==> src/rtl/adc_axis_packer.sv <==
// Packs 12-bit ADC samples two per 32-bit word into an FWFT FIFO feeding an
// AXI4-Stream master, and runs the end-of-frame done-clear handshake.
module adc_axis_packer #(
    parameter int unsigned FIFO_DEPTH = 16
) (
    input  logic        i_CMOS_Clk,
    input  logic        i_Rst_n,
    input  logic [11:0] i_Sample,
    input  logic        i_Sample_Valid,
    input  logic        i_Sample_Last,
    input  logic        i_ADC_Done,
    output logic        o_Done_Clean,
    output logic [31:0] o_M_Axis_Tdata,
    output logic [3:0]  o_M_Axis_Tkeep,
    output logic        o_M_Axis_Tlast,
    output logic        o_M_Axis_Tvalid,
    input  logic        i_M_Axis_Tready,
    output logic        o_Overflow,
    input  logic        i_Clear_Err,
    output logic [15:0] o_Word_Count
);

    localparam int unsigned AW = (FIFO_DEPTH > 1) ? $clog2(FIFO_DEPTH) : 1;
    localparam int unsigned CW = AW + 1;
    localparam int unsigned EW = 37;

    typedef enum logic [1:0] {
        ST_RUN   = 2'd0,
        ST_DRAIN = 2'd1,
        ST_CLEAN = 2'd2
    } state_t;

    state_t          state_q, state_d;
    logic            lane_odd_q, lane_odd_d;
    logic [11:0]     held_q, held_d;
    logic [AW-1:0]   wr_ptr_q, wr_ptr_d;
    logic [AW-1:0]   rd_ptr_q, rd_ptr_d;
    logic [CW-1:0]   count_q, count_d;
    logic            overflow_q, overflow_d;
    logic [15:0]     word_count_q, word_count_d;
    logic            done_clean_q, done_clean_d;
    logic [EW-1:0]   mem_q [FIFO_DEPTH];

    logic            fifo_empty;
    logic            fifo_full;
    logic            handshake;
    logic [EW-1:0]   head;
    logic            word_vld;
    logic [EW-1:0]   word;
    logic            wr_en;
    logic            drop;

    // FWFT head drives the stream; payload forced to zero while empty
    assign fifo_empty      = (count_q == CW'(0));
    assign fifo_full       = (count_q == CW'(FIFO_DEPTH));
    assign head            = mem_q[rd_ptr_q];
    assign handshake       = ~fifo_empty & i_M_Axis_Tready;
    assign o_M_Axis_Tvalid = ~fifo_empty;
    assign o_M_Axis_Tdata  = fifo_empty ? 32'h0 : head[36:5];
    assign o_M_Axis_Tkeep  = fifo_empty ? 4'h0  : head[4:1];
    assign o_M_Axis_Tlast  = fifo_empty ? 1'b0  : head[0];
    assign o_Overflow      = overflow_q;
    assign o_Word_Count    = word_count_q;
    assign o_Done_Clean    = done_clean_q;

    // Lane packing, FIFO bookkeeping and frame state machine
    always_comb begin
        state_d      = state_q;
        lane_odd_d   = lane_odd_q;
        held_d       = held_q;
        word_vld     = 1'b0;
        word         = '0;
        wr_en        = 1'b0;
        drop         = 1'b0;
        wr_ptr_d     = wr_ptr_q;
        rd_ptr_d     = rd_ptr_q;
        count_d      = count_q;
        overflow_d   = overflow_q;
        word_count_d = word_count_q;
        done_clean_d = 1'b0;

        if (state_q == ST_RUN && i_Sample_Valid) begin
            if (lane_odd_q) begin
                word_vld   = 1'b1;
                word       = {4'h0, i_Sample, 4'h0, held_q, 4'hF, i_Sample_Last};
                lane_odd_d = 1'b0;
            end else if (i_Sample_Last) begin
                word_vld = 1'b1;
                word     = {16'h0, 4'h0, i_Sample, 4'h3, 1'b1};
            end else begin
                held_d     = i_Sample;
                lane_odd_d = 1'b1;
            end
        end

        // A full FIFO still takes a word when its head leaves this cycle
        wr_en = word_vld & (~fifo_full | handshake);
        drop  = word_vld & ~wr_en;

        if (wr_en) begin
            wr_ptr_d = wr_ptr_q + AW'(1);
        end
        if (handshake) begin
            rd_ptr_d = rd_ptr_q + AW'(1);
            if (word_count_q != 16'hFFFF) begin
                word_count_d = word_count_q + 16'd1;
            end
        end
        count_d = count_q + CW'(wr_en) - CW'(handshake);

        unique case (state_q)
            ST_RUN: begin
                if (word_vld && word[0]) begin
                    state_d = wr_en ? ST_DRAIN : ST_CLEAN;
                end
            end
            ST_DRAIN: begin
                if (handshake && head[0]) begin
                    state_d = ST_CLEAN;
                end
            end
            ST_CLEAN: begin
                if (!i_ADC_Done) begin
                    state_d      = ST_RUN;
                    word_count_d = 16'h0;
                end
            end
            default: state_d = ST_RUN;
        endcase

        if (drop || (state_q != ST_RUN && i_Sample_Valid)) begin
            overflow_d = 1'b1;
        end else if (i_Clear_Err) begin
            overflow_d = 1'b0;
        end

        done_clean_d = (state_d == ST_CLEAN);
    end

    always_ff @(posedge i_CMOS_Clk) begin
        if (!i_Rst_n) begin
            state_q      <= ST_RUN;
            lane_odd_q   <= 1'b0;
            held_q       <= 12'h0;
            wr_ptr_q     <= '0;
            rd_ptr_q     <= '0;
            count_q      <= '0;
            overflow_q   <= 1'b0;
            word_count_q <= 16'h0;
            done_clean_q <= 1'b0;
        end else begin
            state_q      <= state_d;
            lane_odd_q   <= lane_odd_d;
            held_q       <= held_d;
            wr_ptr_q     <= wr_ptr_d;
            rd_ptr_q     <= rd_ptr_d;
            count_q      <= count_d;
            overflow_q   <= overflow_d;
            word_count_q <= word_count_d;
            done_clean_q <= done_clean_d;
        end
    end

    // Storage needs no reset: the occupancy count gates every read
    always_ff @(posedge i_CMOS_Clk) begin
        if (wr_en) begin
            mem_q[wr_ptr_q] <= word;
        end
    end

endmodule

==> config.mk <==
export PLATFORM = sky130hd
export DESIGN_NAME = adc_axis_packer
export DESIGN_NICKNAME = d
export VERILOG_FILES = /design/src/rtl/adc_axis_packer.sv
export SDC_FILE = /design/constraint.sdc
export NUM_CORES = 1
export LEC_CHECK = 0
export ABC_AREA = 1
export CORE_MARGIN = 2
export CORE_UTILIZATION = 40
export CTS_CLUSTER_DIAMETER = 40
export CTS_CLUSTER_SIZE = 12
export DETAILED_ROUTE_END_ITERATION = 12
export PLACE_DENSITY_LB_ADDON = 0.15
export SETUP_SLACK_MARGIN = 0.4
export SLEW_MARGIN = 20
export SYNTH_ARGS = -nofsm -noshare
export SYNTH_HDL_FRONTEND = slang
export SYNTH_SLANG_ARGS = --single-unit
export TNS_END_PERCENT = 30
==> constraint.sdc <==
create_clock -name i_CMOS_Clk -period 2.7 [get_ports i_CMOS_Clk]
set_input_delay 0.27 -clock i_CMOS_Clk [delete_from_list [all_inputs] [get_ports i_CMOS_Clk]]
set_output_delay 0.27 -clock i_CMOS_Clk [all_outputs]
set_load 0.05 [all_outputs]
Word-level counts from Yosys, hierarchy flattened
Memories as Yosys holds them, arrays and structs flattened. A register that Yosys moved wholly into a read port is not among the register bits.
Cells that the tools add are included.
Widths: inputs -> output; s select.

storage, ports and cells
  register bits after elaboration = 46
  RAM bits = 528
  input port bits = 19
  output and inout bits = 56
  word-level logic and storage cells = 65
  memories = 1

memories
  memory  words  bits a word  read ports  clocked after Yosys merged registers in  write ports  line  RTL
  mem_q   16     33           1           1                                        1            42    logic [EW-1:0] mem_q [FIFO_DEPTH];

cells by class
  $add $sub $neg = 5
  eq/ne operators = 5
  mux-type cells = 26
  bitwise logic cells = 9
  reduce and logical (&&, ||, !) cells = 10

operators by type and width
  operator               number
  $mux 33                2
  $mux 16                4
  $mux 32                1
  $mux 17                1
  $add 16x1->16 const B  1
  $ne 16x16->1 const B   1
  $mux 4                 3
  $mux 1                 10
  $add 4x1->4 const B    2
  $mux 2                 4
  $pmux 2 s3             1
  $add 5x1->5            1
  $eq 5x5->1 const B     1
  $logic_not 5->1        1
  $not 1->1              5
  $sub 5x1->5            1
  $eq 2x2->1 const B     2
  $logic_and 1x1->1      4
  $reduce_bool 2->1      2
  $and 1x1->1            3
  $reduce_and 3->1       1
  $eq 2x1->1 const B     1
  $logic_not 2->1        1
  $logic_or 1x1->1       1
  $or 1x1->1             1

Longest topological paths before layout
Gate-level depths: netlist of run 1.

  depth in word-level cells = 9
  gate-level depth with buffers = 16
  gate-level depth less buffers = 15

Worst setup path before layout of run 1
Ideal clock, no wire load.

  path kind = reg2out
  start point = register count_q[2]
  end point = output o_M_Axis_Tkeep[1]
  arrival time = 2.783 ns
  required time = 2.430 ns
  slack = -0.353 ns
  stages on the path, launching flop included = 9
  path buffers = 2
  path through = dfxtp_1 > inv_1 > ha_1 > nor3b_2 > nand2_1 > clkinv_1 > clkbuf_1 > a21oi_1 > buf_4

on the way
  cells in the longest elaborated chain, start to end = 2

RTL lines
  what                    line  RTL
  from (decl)             38    logic [CW-1:0] count_q, count_d;
  from (signal assigned)  157   count_q <= count_d;
  $logic_not 5->1         54    assign fifo_empty = (count_q == CW'(0));
  $mux 4                  60    assign o_M_Axis_Tkeep = fifo_empty ? 4'h0 : head[4:1];
  to (decl)               14    output logic [3:0] o_M_Axis_Tkeep,

Every way passes these cells.

==> results of run 1 <==
[cells in the mapped netlist (22+ instances only)]
master and number:
a21oi_1 67, o21ai_1 22, nor2_1 277, clkbuf_1 48, edfxtp_1 432, buf_4 22, dfxtp_1 50, inv_1 62
o21ai_0 220, o221ai_1 105, nand3_1 80, nand2_1 84
[cells by family (layout without fill, tap and decap cells)]
logic type,Yosys count,count (layout)
flip-flops,482,482
AO/OA/AOI/OAI,433,433
AND/OR/NAND/NOR,456,456
XOR/XNOR,5,5
adder cells (fa/ha/maj),13,13
buffers and inverters,182,403
other,1,8
[tightest hold or removal path: stages]
cell and delay, ns:
clkdlybuf4s50_1 0.42, nand3_1 0.09, a21oi_1 0.06
[repair_timing]
action                                  in CTS  in global routing
pin swaps                                   51                 72
gates cloned                                22                  7
endpoints found under the setup margin     136                336
resized for setup                          111                113
buffers inserted                            14                  7
[final timing paths]
path / endpoint / slack (ns) / cells after the start
worst max-delay path: o_M_Axis_Tkeep[3] / 0.01 / 9
worst min register to register: held_q[5]$_SDFFE_PN0P_ / 0.45 / 2
worst max register to register: count_q[4]$_SDFF_PN0_ / 0.42 / 15
worst min-delay path: held_q[11]$_SDFFE_PN0P_ / 0.28 / 3
[flip-flops by register name (all words and copies together), names as in the netlist, 2 cells and up, named ones only]
name	count
count_q	5
held_q	12
mem_q	432
o_Word_Count	16
rd_ptr_q	4
state_q	2
wr_ptr_q	4
[power by group]
part	switching, mW	internal, mW	leakage (nW)
logic	5.21	3.27	3.22
clock network	3.63	5.88	1.20
registers	0.174	8.37	4.43
[layout make-up]
class	instances	area (um^2)	share of cell area, %
Timing Repair inverter	6	76.3	0.295
Multi-Input combinational cell	915	5420	20.9
Sequential cell	482	14000	54.0
Tap cell	622	778	3.01
Timing Repair Buffer	193	2830	10.9
Clock buffer	84	1910	7.38
Inverter	71	303	1.17
Clock inverter	49	577	2.23
[through the flow]
step | instance area (um^2) | hold WS, ns | TNS (ns)
final | 25900 | 0.279 | 0
after detailed placement | 21700 | 0.446 | 0
after floorplan | 19800 | 0.430 | 0
after CTS | 25200 | 0.245 | 0
after global routing | 25900 | 0.304 | -0.323
after global placement | 21700 | 0.437 | 0
[placed cells by master, fill, tap and decap left out, types with 36 or more instances in the layout]
master / n
a21oi_1: 40
buf_12: 45
buf_4: 51
clkbuf_16: 82
clkdlybuf4s50_1: 36
dfxtp_1: 44
edfxtp_1: 432
inv_1: 58
nand2_1: 73
nand3_1: 69
nor2_1: 244
o21ai_0: 190
o21ai_1: 45
o221ai_1: 77
[routing by layer]
| metal | wire length, um | up-vias | part of all wire (%) | global-route usage (%) |
|---|---|---|---|---|
| met5 | 0 | - | 0 | 0 |
| met4 | 1120 | 0 | 1.8 | 7.46 |
| met3 | 4310 | 81 | 7.1 | 4.54 |
| met2 | 28600 | 542 | 47 | 38.0 |
| met1 | 26600 | 6976 | 44 | 32.9 |
| li1 | - | 6198 | - | - |
==> flow_summary_export.csv, run 1 <==
group,metric,value,unit
run_status,status,"completed",
cts,root_buffer,"clkbuf_16",
timing,min_period,2.69,ns
setup_path,critical_path_class,"reg2out",
global_route,grt_pass1_vias,13600,
final_layout,fin_nets,1774,
synthesis,ys_seq_elements,482,
place,dp_slack,0.144,ns
synthesis,synth_compound_area_share,13.3,%
power,power,26.5,mW
synthesis,synthMuxAreaShare,0,%
routing,routed-via-count,13800,
timing,fin_ws,0.0125,ns
floorplanning,dieArea,50800,um^2
job,maxCapViolCount,0,
cts,cts_tree,"built",
cts,htreeDepth,3,
floorplanning,die_w,225,um
timing,skew,0.0248,ns
timing,setup_viol,0,
timing,worstMarginPinSlew,1.09,ns
synthesis,synth.top_cell.area_share,66.1,%
timing,max_freq,372,MHz
final_layout,fin_util,53.2,%
power,ir_drop,0.771,mV
routing,finalWirelength,60600,um
floorplanning,fp.dieH,225,um
synthesis,ys_seq_area_share,71.2,%
timing,period_share,99.5,%
synthesis,yosysTopAreaCell,"edfxtp_1",
timing,timing_hold_violations_final,0,
setup_path,crit_arrival,2.42,ns
power,leakage,8.85,nW
setup_path,crit_slowest_cell,"dfxtp_4",
synthesis,syn-instance-count,1572,
place,port_buffers,66,
final_layout,fillers,4086,
routing,drc,0,
routing,wl_per_cell,25.0,um
cts,ctsHoldBuffers,0,
floorplanning,core_region_area,48600,um^2
synthesis,syn-mean-instance-area,12.5,um^2
routing,dr.pass1.iters,5,
global_route,grt_pass1_wl,88200,um
worst_hold_path,hold_class,"in2reg",
routing,drt_iter0_drc,1209,
global_route,overflow,0,
routing,antenna_left,0,
setup_path,critical_path_required,2.43,ns
worst_hold_path,holdCritStartpoint,"i_Sample[11]",
setup_path,cp_top_family,"buffers and inverters",
cts,cts_made_buffers,73,
setup_path,cp_max_fo,7,
synthesis,synth_ff_type,"edfxtp_1",
place,hpwl,30800,um
floorplanning,pin_count,75,
timing,finalMaxSlewViolations,0,
global_route,antenna_found_initial,0,
timing,rsz0062_at_grt,"yes",
cts,clk_pin_slew,0.05,ns
setup_path,max_stage_delay,0.37,ns
setup_path,end_kind,"output port",
cts,worstSkewPairLatency,0.62,ns
synthesis,synth-adder-area-share,0.868,%
synthesis,ys_types,34,
synthesis,synth-xor-area-share,0.223,%
final_layout,diodes,0,
setup_path,crit_top_cell,"buf_12",
setup_path,regToRegStartpoint,"count_q[3]$_SDFF_PN0_",
place,gp_congestion,0.785,
cts,cts_sinks,482,
floorplanning,rows,81,
synthesis,synth_warnings,0,
synthesis,synth_edf_count,432,
final_layout,stdcell_count,2422,
synthesis,synth_top_family_by_area,"compound AO/OA/AOI/OAI gates",
setup_path,crit_path_cell_trace,"buf_12 -> buf_12 -> buf_16 -> buf_12 -> o21ai_2 -> o221ai_1 -> nand3_1 -> a21oi_4 -> buf_6",
routing,viasPerCell,5.70,
synthesis,yosys-top-cells-area,"edfxtp_1 (66%), o21ai_0 (5.6%), nor2_1 (5.3%)",
synthesis,syn_area,19600,um^2
global_route,grt_max_degree,55,
final_layout,drive_gt1_share,24.1,%
global_route,grt_use_total,23.8,%
timing,max_slew_margin,26.8,%
synthesis,async_flop_share,0,%
setup_path,cp_num_buf_inv,5,
place,placed_cells,2239,
cts,clock_path_buffers,3,
power,cellPowerDensity,1030,nW/um^2
setup_path,cp-start-kind,"flop",
final_layout,syn2layout_area_growth,32.0,%
floorplanning,start_util,40.3,%
synthesis,yosys.area_share.simple,9.45,%
(Power assumes the default switching activity.)
==> inputs of run 2 (changes only) <==
- ABC_AREA: 1 -> default
- PLACE_DENSITY_LB_ADDON: 0.15 -> default
==> run 2 against run 1 <==
Net effect:
- the run now ends with negative setup slack left
- first-iteration DRC count shrank 21%
- core utilization shrank 3.0 points
- area after synthesis shrank 2.0%
==> flow_summary_export.csv, run 2 <==
group,metric,value,unit
floorplanning,dieArea,49800,um^2
run_status,violations,"negative setup slack",
timing,skew,0.0448,ns
power,leakage,7.96,nW
timing,max_slew_margin,56.4,%
floorplanning,start_util,40.4,%
routing,dr.pass1.iters,5,
setup_path,critical_path_class,"reg2out",
setup_path,max_stage_delay,0.53,ns
run_status,status,"finished with violations",
floorplanning,pin_count,75,
place,gp_congestion,0.748,
routing,drt_iter0_drc,950,
synthesis,synth.top_cell.area_share,67.5,%
floorplanning,die_w,223,um
place,placed_cells,1707,
timing,timing.hold.ws,0.277,ns
setup_path,crit_path_cell_trace,"buf_12 -> buf_16 -> mux4_2 -> mux4_2 -> and2_4 -> buf_6",
routing,drc,0,
setup_path,critical_path_required,2.43,ns
cts,clock_path_buffers,3,
place,hpwl,24900,um
synthesis,ys_seq_elements,482,
power,p_int,16.7,mW
final_layout,fillers,3820,
global_route,grt_use_total,17.9,%
timing,fin_ws,-0.239,ns
worst_hold_path,hold_class,"in2reg",
setup_path,cp-start-kind,"flop",
routing,routed-via-count,9939,
setup_path,cp.depth,6,
final_layout,largest_register,"mem_q",
power,power_frac_seq,36.6,%
synthesis,ys_seq_area_share,72.7,%
timing,timing_hold_violations_final,0,
cts,root_buffer,"clkbuf_16",
cts,htreeDepth,2,
setup_path,crit_slowest_cell,"mux4_2",
power,clkPwrFrac,36.8,%
synthesis,synth_edf_count,432,
synthesis,syn-instance-count,1002,
synthesis,synth_ff_type,"edfxtp_1",
synthesis,async_flop_share,0,%
setup_path,r2r_cells,14,
timing,rsz0062_at_grt,"yes",
synthesis,yosys-top-cells-area,"edfxtp_1 (67%), mux4_2 (16%), dfxtp_1 (5.2%)",
power,ir_drop,0.625,mV
cts,worstSkewPairLatency,0.63,ns
final_layout,largest_register_ffs,432,
cts,cts_made_buffers,61,
global_route,antenna_found_initial,1,
synthesis,synth_warnings,0,
synthesis,synth_common_cells,"edfxtp_1 (432), mux4_2 (134), nand2_1 (58)",
setup_path,crit_top_cell,"mux4_2",
timing,setup_viol,28,
timing,finalMaxSlewViolations,0,
routing,finalWirelength,43500,um
cts,cts_sinks,482,
setup_path,crit_arrival,2.67,ns
floorplanning,fp.dieH,223,um
setup_path,cp_num_buf_inv,3,
synthesis,synthMostInstantiatedCell,"edfxtp_1",
routing,antenna_left,0,
power,p_sw,6.50,mW
worst_hold_path,hold_depth,3,
cts,clk_pin_slew,0.06,ns
power,cellPowerDensity,971,nW/um^2
floorplanning,core_region_area,47500,um^2
routing,wl_per_cell,23.7,um
setup_path,cp_max_fo,18,
final_layout,final_cell_mix,"edfxtp_1 (432), mux4_2 (134), clkbuf_16 (63), buf_4 (63), nand2_1 (58)",
final_layout,drive_gt1_share,34.0,%
synthesis,syn-mean-instance-area,19.2,um^2
setup_path,end_kind,"output port",
timing,period_share,109,%
final_layout,final_common_cell,"edfxtp_1",
synthesis,syn_area,19200,um^2
timing,worstMarginPinSlew,0.648,ns
timing,min_period,2.94,ns
place,port_buffers,66,
synthesis,yosysTopAreaCell,"edfxtp_1",
power,p_comb_share,26.6,%
global_route,grt_pass1_vias,10300,
setup_path,cp_top_family,"multiplexers",
final_layout,stdcell_count,1835,
cts,cts_tree,"built",
power,switching_share,28.0,%
job,maxCapViolCount,0,
synthesis,ys_types,55,
timing,max_freq,340,MHz
global_route,overflow,0,
final_layout,fin_nets,1200,
global_route,grt_max_degree,40,
floorplanning,rows,80,
final_layout,syn2layout_area_growth,24.1,%
global_route,grt_pass1_wl,65700,um
routing,viasPerCell,5.42,
final_layout,fin_util,50.2,%
run 2: layer usage:
layer  track usage (%)  share of wire (%)  routed length (um)
met1              25.3                 44               19300
met5                 0                  0                   0
met4              4.48                1.7                 759
met3              4.28                6.0                2590
met2              28.3                 48               20900
run 2: worst min-delay path, cell delays in order:
cell	delay [ns]
clkdlybuf4s50_1	0.45
nand2_1	0.08
a21oi_1	0.05
run 2: kinds of logic (layout without fill, tap and decap cells):
kind of cell | after synthesis | after routing | synth area share (%)
adders and majority gates | 13 | 13 | 0.885
DFF | 482 | 482 | 72.7
buffers and inverters | 76 | 284 | 2.06
muxes | 144 | 144 | 16.2
and+or+nand+nor | 210 | 210 | 5.57
other | 1 | 11 | 0.0195
AOI/OAI and AO/OA | 68 | 68 | 2.18
xor gates and xnor gates | 8 | 8 | 0.364
run 2: layout make-up:
class,instances,area (um^2),area share (%)
clock inverters,42,587,2.46
diodes,3,7.51,0.0315
repair buffers,156,1770,7.43
inverters,16,62.6,0.262
multi-input cells,451,5080,21.3
clock buffers,70,1580,6.63
flip-flops and latches,482,14000,58.6
well taps,615,769,3.23
run 2: final timing paths:
path	from	endpoint	slack (ns)
worst max-delay path	flop	o_M_Axis_Tdata[11]	-0.24
worst min-delay path	i_Sample[0]	held_q[0]$_SDFFE_PN0P_	0.28
worst max register to register	count_q[2]$_SDFF_PN0_	count_q[4]$_SDFF_PN0_	0.10
worst min register to register	held_q[11]$_SDFFE_PN0P_	held_q[11]$_SDFFE_PN0P_	0.46
run 2: per-stage QoR:
stage                     instance area [um^2]  TNS, ns  power, mW  setup WS [ns]
final                                    23900    -5.79       23.2         -0.239
after global routing                     23800    -8.34       24.1         -0.342
after CTS                                23700    -7.67       23.2         -0.308
after detailed placement                 21300        0       14.1         0.0293
after global placement                   21300        0       14.1         0.0763
after floorplan                          19400    -1.13       12.6        -0.0210
run 2: timing repair:
action / in CTS / in global routing
setup buffers: 8 / 2
endpoints found under the hold margin: 0 / 0
hold buffers: 0 / 0
endpoints found under the setup margin: 34 / 35
pin swaps: 12 / 5
gates resized for setup: 44 / 20
gates cloned: 2 / 1
run 2: power groups by stage:
stage	clock network, mW	logic [mW]	registers, mW
after floorplan	0	4.00	8.61
after global placement	0	5.48	8.63
after detailed placement	0	5.49	8.64
after CTS	8.67	6.03	8.47
after global routing	8.98	6.58	8.50
final	8.52	6.17	8.48
